$ cat src/rtl/timer_bcd_countdown_if.sv
// Timer-control interface between the keypad/mode logic (master) and the BCD countdown (slave).
interface timer_bcd_countdown_if;
    logic [3:0] D;
    logic       load_n;
    logic       pgt_1Hz;
    logic       enable_n;
    logic       clear_n;
    logic [3:0] sec_ones;
    logic [3:0] sec_tens;
    logic [3:0] min_ones;
    logic [3:0] min_tens;
    logic       zero;
    logic       done;

    modport master (
        output D, load_n, pgt_1Hz, enable_n, clear_n,
        input  sec_ones, sec_tens, min_ones, min_tens, zero, done
    );

    modport slave (
        input  D, load_n, pgt_1Hz, enable_n, clear_n,
        output sec_ones, sec_tens, min_ones, min_tens, zero, done
    );
endinterface

$ cat src/rtl/timer_bcd_countdown.sv
// Four-digit BCD mm:ss cooking timer: keypad entry shifts digits in, run mode counts down at 1 Hz.
// Optional TIMER_ENTRY_LOCK_EN: entry loads are ignored once min_tens is non-zero.
module timer_bcd_countdown #(
    parameter int unsigned SEC_TENS_MAX = 5,
    parameter int unsigned DIGIT_MAX    = 9
) (
    input logic                 clock_100Hz,
    input logic                 reset,
    timer_bcd_countdown_if.slave bus
);
    localparam logic [3:0] SecTensMax = 4'(SEC_TENS_MAX);
    localparam logic [3:0] DigitMax   = 4'(DIGIT_MAX);

    logic       p_q;
    logic [3:0] sec_ones_q, sec_tens_q, min_ones_q, min_tens_q;
    logic       done_q;

    logic       tick, zero, entry_open, load_ok;
    logic       borrow_st, borrow_mo, borrow_mt;
    logic [3:0] dec_sec_ones, dec_sec_tens, dec_min_ones, dec_min_tens;
    logic       dec_zero;

    // pgt_1Hz is only a data strobe; its rising edge is detected in the 100 Hz domain.
    assign tick = bus.pgt_1Hz & ~p_q;
    assign zero = (sec_ones_q == 4'd0) && (sec_tens_q == 4'd0) &&
                  (min_ones_q == 4'd0) && (min_tens_q == 4'd0);

`ifdef TIMER_ENTRY_LOCK_EN
    assign entry_open = (min_tens_q == 4'd0);
`else
    assign entry_open = 1'b1;
`endif

    assign load_ok = ~bus.load_n && (bus.D <= DigitMax) && entry_open;

    // BCD borrow chain; sec_tens above SecTensMax just decrements, it is never normalized.
    assign borrow_st    = (sec_ones_q == 4'd0);
    assign borrow_mo    = borrow_st && (sec_tens_q == 4'd0);
    assign borrow_mt    = borrow_mo && (min_ones_q == 4'd0);
    assign dec_sec_ones = borrow_st ? DigitMax : sec_ones_q - 4'd1;
    assign dec_sec_tens = !borrow_st ? sec_tens_q :
                          (sec_tens_q == 4'd0) ? SecTensMax : sec_tens_q - 4'd1;
    assign dec_min_ones = !borrow_mo ? min_ones_q :
                          (min_ones_q == 4'd0) ? DigitMax : min_ones_q - 4'd1;
    assign dec_min_tens = borrow_mt ? min_tens_q - 4'd1 : min_tens_q;
    assign dec_zero     = (dec_sec_ones == 4'd0) && (dec_sec_tens == 4'd0) &&
                          (dec_min_ones == 4'd0) && (dec_min_tens == 4'd0);

    always_ff @(posedge clock_100Hz) begin
        if (reset) begin
            p_q        <= 1'b1;
            sec_ones_q <= 4'd0;
            sec_tens_q <= 4'd0;
            min_ones_q <= 4'd0;
            min_tens_q <= 4'd0;
            done_q     <= 1'b0;
        end else begin
            p_q    <= bus.pgt_1Hz;
            done_q <= 1'b0;
            if (!bus.clear_n) begin
                sec_ones_q <= 4'd0;
                sec_tens_q <= 4'd0;
                min_ones_q <= 4'd0;
                min_tens_q <= 4'd0;
            end else if (tick) begin
                if (!bus.enable_n) begin
                    if (load_ok) begin
                        min_tens_q <= min_ones_q;
                        min_ones_q <= sec_tens_q;
                        sec_tens_q <= sec_ones_q;
                        sec_ones_q <= bus.D;
                    end
                end else if (!zero) begin
                    sec_ones_q <= dec_sec_ones;
                    sec_tens_q <= dec_sec_tens;
                    min_ones_q <= dec_min_ones;
                    min_tens_q <= dec_min_tens;
                    done_q     <= dec_zero;
                end
            end
        end
    end

    assign bus.sec_ones = sec_ones_q;
    assign bus.sec_tens = sec_tens_q;
    assign bus.min_ones = min_ones_q;
    assign bus.min_tens = min_tens_q;
    assign bus.zero     = zero;
    assign bus.done     = done_q;
endmodule
$ cat src/flat_wrapper.sv
// flat-port wrapper written by rule: the top's interface ports become plain ports
module timer_bcd_countdown_flat 
#(
    parameter int unsigned SEC_TENS_MAX = 5,
    parameter int unsigned DIGIT_MAX    = 9
)
  (clock_100Hz, reset, bus_D, bus_load_n, bus_pgt_1Hz, bus_enable_n, bus_clear_n, bus_sec_ones, bus_sec_tens, bus_min_ones, bus_min_tens, bus_zero, bus_done);
  timer_bcd_countdown_if bus_i ();
  input logic clock_100Hz;
  input logic reset;
  input wire logic [$bits(bus_i.D)-1:0] bus_D;
  input wire logic [$bits(bus_i.load_n)-1:0] bus_load_n;
  input wire logic [$bits(bus_i.pgt_1Hz)-1:0] bus_pgt_1Hz;
  input wire logic [$bits(bus_i.enable_n)-1:0] bus_enable_n;
  input wire logic [$bits(bus_i.clear_n)-1:0] bus_clear_n;
  output wire logic [$bits(bus_i.sec_ones)-1:0] bus_sec_ones;
  output wire logic [$bits(bus_i.sec_tens)-1:0] bus_sec_tens;
  output wire logic [$bits(bus_i.min_ones)-1:0] bus_min_ones;
  output wire logic [$bits(bus_i.min_tens)-1:0] bus_min_tens;
  output wire logic [$bits(bus_i.zero)-1:0] bus_zero;
  output wire logic [$bits(bus_i.done)-1:0] bus_done;
  assign bus_i.D = bus_D;
  assign bus_i.load_n = bus_load_n;
  assign bus_i.pgt_1Hz = bus_pgt_1Hz;
  assign bus_i.enable_n = bus_enable_n;
  assign bus_i.clear_n = bus_clear_n;
  assign bus_sec_ones = bus_i.sec_ones;
  assign bus_sec_tens = bus_i.sec_tens;
  assign bus_min_ones = bus_i.min_ones;
  assign bus_min_tens = bus_i.min_tens;
  assign bus_zero = bus_i.zero;
  assign bus_done = bus_i.done;
  timer_bcd_countdown #(.SEC_TENS_MAX(SEC_TENS_MAX), .DIGIT_MAX(DIGIT_MAX)) u_core (.clock_100Hz(clock_100Hz), .reset(reset), .bus(bus_i));
endmodule
$ cat config.mk
export PLATFORM = sky130hd
export DESIGN_NAME = timer_bcd_countdown_flat
export DESIGN_NICKNAME = d
export VERILOG_FILES = /design/src/rtl/timer_bcd_countdown_if.sv /design/src/rtl/timer_bcd_countdown.sv /design/src/flat_wrapper.sv
export SDC_FILE = /design/constraint.sdc
export NUM_CORES = 1
export LEC_CHECK = 0
export CAP_MARGIN = 20
export CORE_MARGIN = 4
export CORE_UTILIZATION = 35
export CTS_BUF_LIST = sky130_fd_sc_hd__clkbuf_4
export DETAILED_ROUTE_END_ITERATION = 7
export SYNTH_ARGS = -nofsm -noshare
export SYNTH_HDL_FRONTEND = slang
export SYNTH_SLANG_ARGS = --single-unit
$ cat constraint.sdc
create_clock -name clock_100Hz -period 3.6 [get_ports clock_100Hz]
set_input_delay 1.08 -clock clock_100Hz [delete_from_list [all_inputs] [get_ports clock_100Hz]]
set_output_delay 1.08 -clock clock_100Hz [all_outputs]
set_load 0.005 [all_outputs]
# ---- Word level (Yosys, flattened, before mapping)
# Cells that the tools add are included.
dict set report word_totals {
  wordCells 55
  out_inout_bits 18
  regBits 18
  inputBits 10
}
dict set report op_classes {
  magnitude_cmp 1
  n_addsub 4
  mux 18
  n_eq_ne 1
  bitwise_logic 6
  n_reduce_logical 19
}
# op n
set op_table {}
lappend op_table {{$mux W4} 18}
lappend op_table {{$logic_not A4 Y1} 8}
lappend op_table {{$sub A4 B1 Y4 const B} 4}
lappend op_table {{$logic_and A1 B1 Y1} 7}
lappend op_table {{$not A1 Y1} 5}
lappend op_table {{$reduce_or A5 Y1} 1}
lappend op_table {{$le A4 B4 Y1 const B} 1}
lappend op_table {{$reduce_and A3 Y1} 1}
lappend op_table {{$ne A2 B2 Y1 const B} 1}
lappend op_table {{$reduce_bool A2 Y1} 1}
lappend op_table {{$reduce_or A2 Y1} 1}
lappend op_table {{$and A1 B1 Y1} 1}

# ---- Longest topological paths before layout
dict set report depth {
  ltp_word 7
  depth_mapped 9
  depth_no_buf 6
}

# ---- Worst setup path after synthesis
# OpenSTA, ideal clock, no wires.
dict set report synth_timing {
  path_type {register to output}
  from {reg u_core.sec_ones_q[1] (netlist: u_core.bus.sec_ones[1])}
  to {out bus_zero}
  n_path_buf 2
  stages_incl_launch_ff 6
  arrival_time_ps 1344
  path_slack_ps 1176
  required_ps 2520
  path_cell_list {dfxtp_1 -> buf_2 -> nor4_1 -> and4_1 -> buf_2 -> and3_1}
}
dict set report synth_between {
  elab_chain_cells 4
}
# item line
set synth_lines {}
lappend synth_lines {{from (decl)} timer_bcd_countdown.sv:15} ;# logic [3:0] sec_ones_q, sec_tens_q, min_ones_q, min_tens_q;
lappend synth_lines {{from (signal assigned)} timer_bcd_countdown.sv:71} ;# sec_ones_q <= bus.D;
lappend synth_lines {{from (signal assigned)} timer_bcd_countdown.sv:74} ;# sec_ones_q <= dec_sec_ones;
lappend synth_lines {{$logic_not A4 Y1} timer_bcd_countdown.sv:25} ;# assign zero = (sec_ones_q == 4'd0) && (sec_tens_q == 4'd0) &&
lappend synth_lines {{$logic_and A1 B1 Y1 (2 in series)} timer_bcd_countdown.sv:25}
lappend synth_lines {{$logic_and A1 B1 Y1} timer_bcd_countdown.sv:26} ;# (min_ones_q == 4'd0) && (min_tens_q == 4'd0);
lappend synth_lines {{to (decl)} flat_wrapper.sv:20} ;# output wire logic [$bits(bus_i.zero)-1:0] bus_zero;
# No other way between the ends.

# ---- Final worst setup path
dict set report layout_timing {
  from {reg u_core.sec_ones_q[0] (netlist: u_core.bus.sec_ones[0])}
  to {out bus_zero}
}
# Same word-level chain as after synthesis.

==> metrics.yaml <==
power_and_ir_drop:
  p_int_uw: 272
  vdd_drop_max_mv: 0.141
  swShare: 0.279
  share_seq_of_total_power: 0.538
  clkPwrFrac: 0.291
  p_switching_uw: 106
  power_density_nw_per_um2: 247
  p_comb_frac: 0.171
  leakagePower_uw: 0.000529
hold_path:
  hold_path.class: "reg -> reg"
  whs_path_depth: 2
sta:
  drv_slew: 0
  fin_worst_skew_ns: 0.00758
  fin_crit_ns: 3.41
  setup_viol: 0
  maxSlewHeadroom: 0.512
  rsz0062_at_grt: "no"
  worst_slack_ns: 0.194
  max_freq_mhz: 294
  min_period_over_period: 0.946
  finalSetupTns_ns: 0
  worst_pin_slew_ns: 0.730
  hold_violations: 0
clock_tree:
  htree_levels: 1
  ctsHoldBuffers: 0
  clk_path_buf_depth: 2
  postCtsSetupRepairBufs: 0
  cts-buffers-inserted: 3
  clock_sinks: 18
  root_buffer: "clkbuf_4"
  cts_tree: "done"
  insertion_delay_ns: 0.30
  cts_resized: 0
  clk_pin_slew_worst_paths_ns: 0.12
critical_path:
  critical_path_depth: 4
  path_cells: "nor4_1 -> and4_1 -> and3_1 -> clkdlybuf4s50_1"
  cp_max_fo: 11
  path_class: "reg -> out"
  critPathCaptureType: "output pin"
  cpLargestDelayFamily: "simple AND/OR/NAND/NOR gates"
  max_stage_delay_ns: 0.51
  crit_arrival_ns: 2.33
  ff2ff_path_depth: 5
  cp.buffers_inverters: 1
  cp-start-kind: "flip-flop"
  required_ns: 2.52
  crit_slowest_cell: "clkdlybuf4s50_1"
synthesis:
  ys_seq_elements: 18
  yosys.area.top_type: "dfxtp_1"
  synth_area_leaders: "dfxtp_1, nand2_1, a21oi_1"
  yosys_most_used_dff: "dfxtp_1"
  synth_fp_nets: 177
  async_reset_ff_frac: 0
  synth_edf_count: 0
  synth-warning-count: 0
  synth_area_um2: 1230
  synth_seq_area_share: 0.293
  synth_cell_type_count: 43
  netlist_instances: 165
  syn_area_per_cell_um2: 7.46
  synth_top_area_share: 0.293
  synthTopCellsByCount: "nand2_1, dfxtp_1, a21oi_1, nor2_1, o21ai_0"
  synth_most_common_cell: "nand2_1"
route:
  wl_um: 3270
  firstDrtPassIters: 4
  ant_nets: 0
  drt_iter0_markers: 74
  wl_per_cell_um: 14.2
  drc_errors: 0
  vias_per_cell: 5.44
  via_count: 1256
grt:
  antenna_found_initial: 0
  grt_start_max_net_pins: 22
  grt_pass1_wl_um: 5380
  grt_use_total: 0.151
  grt_pass1_vias: 1182
  gr-total-overflow: 0
finish:
  nFillCells: 376
  stdcell_area_um2: 1530
  num_antenna_cells: 0
  register_area_um2: 360
  syn_to_final_growth_pct: 24.2
  nNetsFinal: 198
  multi_input_area_um2: 766
  drive_gt1_frac: 0.0811
status:
  status: "complete, no violations"
die:
  die_h_um: 67.3
  die_w_um: 67.3
  ios: 28
  die_area_um2: 4530
  start_util: 0.366
  core_um2: 3360
  placementRows: 21
placement:
  dp_hpwl_um: 2360
  dpl_cell_area_um2: 1500
  io_buffers: 27
  place_ws_ns: 0.549
  place.gp.congestion: 0.854
run:
  maxCapViolCount: 0
metal layers:
layer / routed length, um / track usage / vias to the layer above
li1: - / - / 640
met1: 1500 / 0.196 / 569
met2: 1470 / 0.260 / 43
met3: 267 / 0.0250 / 4
met4: 27 / 0.0380 / 0
met5: 0 / 0 / -
power by group through the flow:
stage	Clock, uW	Combinational [uW]	Sequential, uW
after floorplan	0	41.7	207
after global placement	0	63.9	208
after detailed placement	0	64.3	208
after CTS	113	64.6	203
after global routing	118	71.5	204
final	110	64.7	203
flip-flops by register name, summed over array words and instances (netlist names):
name / cells
u_core.bus.min_ones: 4
u_core.bus.sec_ones: 4
u_core.bus.sec_tens: 4
u_core.bus.done: 1
u_core.bus.min_tens: 4
u_core.p_q: 1
cell usage in the layout (no fill, tap or decap), drive strengths merged, types with 4 or more instances in the layout:
master          n
nor2b           6
a21oi          15
buf             4
dfxtp          18
nor3            4
o21ai          11
nor2           14
clkdlybuf4s50  27
nand3           4
o32ai           4
nand2          20
inv             5
kinds of logic (layout without fill, tap and decap cells):
logic type      Yosys count  after routing  synth area share
buf+inv                  20             40            0.0854
compound gates           50             50             0.267
fa+ha+maj                 2              2            0.0203
mux                       4              4            0.0335
simple gates             69             69             0.287
xor+xnor                  2              2            0.0142
flops                    18             18             0.293
per-stage QoR:
stage	total power [uW]	instances	hold slack, ns	util
6_report	378	231	0.532	0.455
5_1_grt	393	231	0.568	0.455
4_1_cts	381	231	0.535	0.455
3_5_place_dp	272	227	0.513	0.447
3_3_place_gp	272	227	0.508	0.447
2_1_floorplan	249	165	0.488	-
worst paths after layout:
check	from	slack (ns)	endpoint
min reg2reg	u_core.bus.min_tens[0]	0.53	u_core.bus.min_tens[0]
max	u_core.bus.sec_ones[0]	0.19	bus_zero
max reg2reg	u_core.bus.sec_ones[0]	1.28	u_core.bus.min_ones[2]
min	u_core.bus.min_tens[0]	0.53	u_core.bus.min_tens[0]
worst min-delay path, stage by stage (launching register included):
cell     delay, ns
dfxtp_1       0.37
nand2_1       0.07
o32ai_1       0.06
cell type report:
type | instances | share of cell area
clock buffers | 3 | 0.0147
clock inverters | 1 | 0.00245
inverters | 5 | 0.0123
multi-input cells | 127 | 0.501
flip-flops and latches | 18 | 0.236
well taps | 46 | 0.0376
repair buffers | 31 | 0.196
Note: power is estimated with default switching activity, not from simulation.
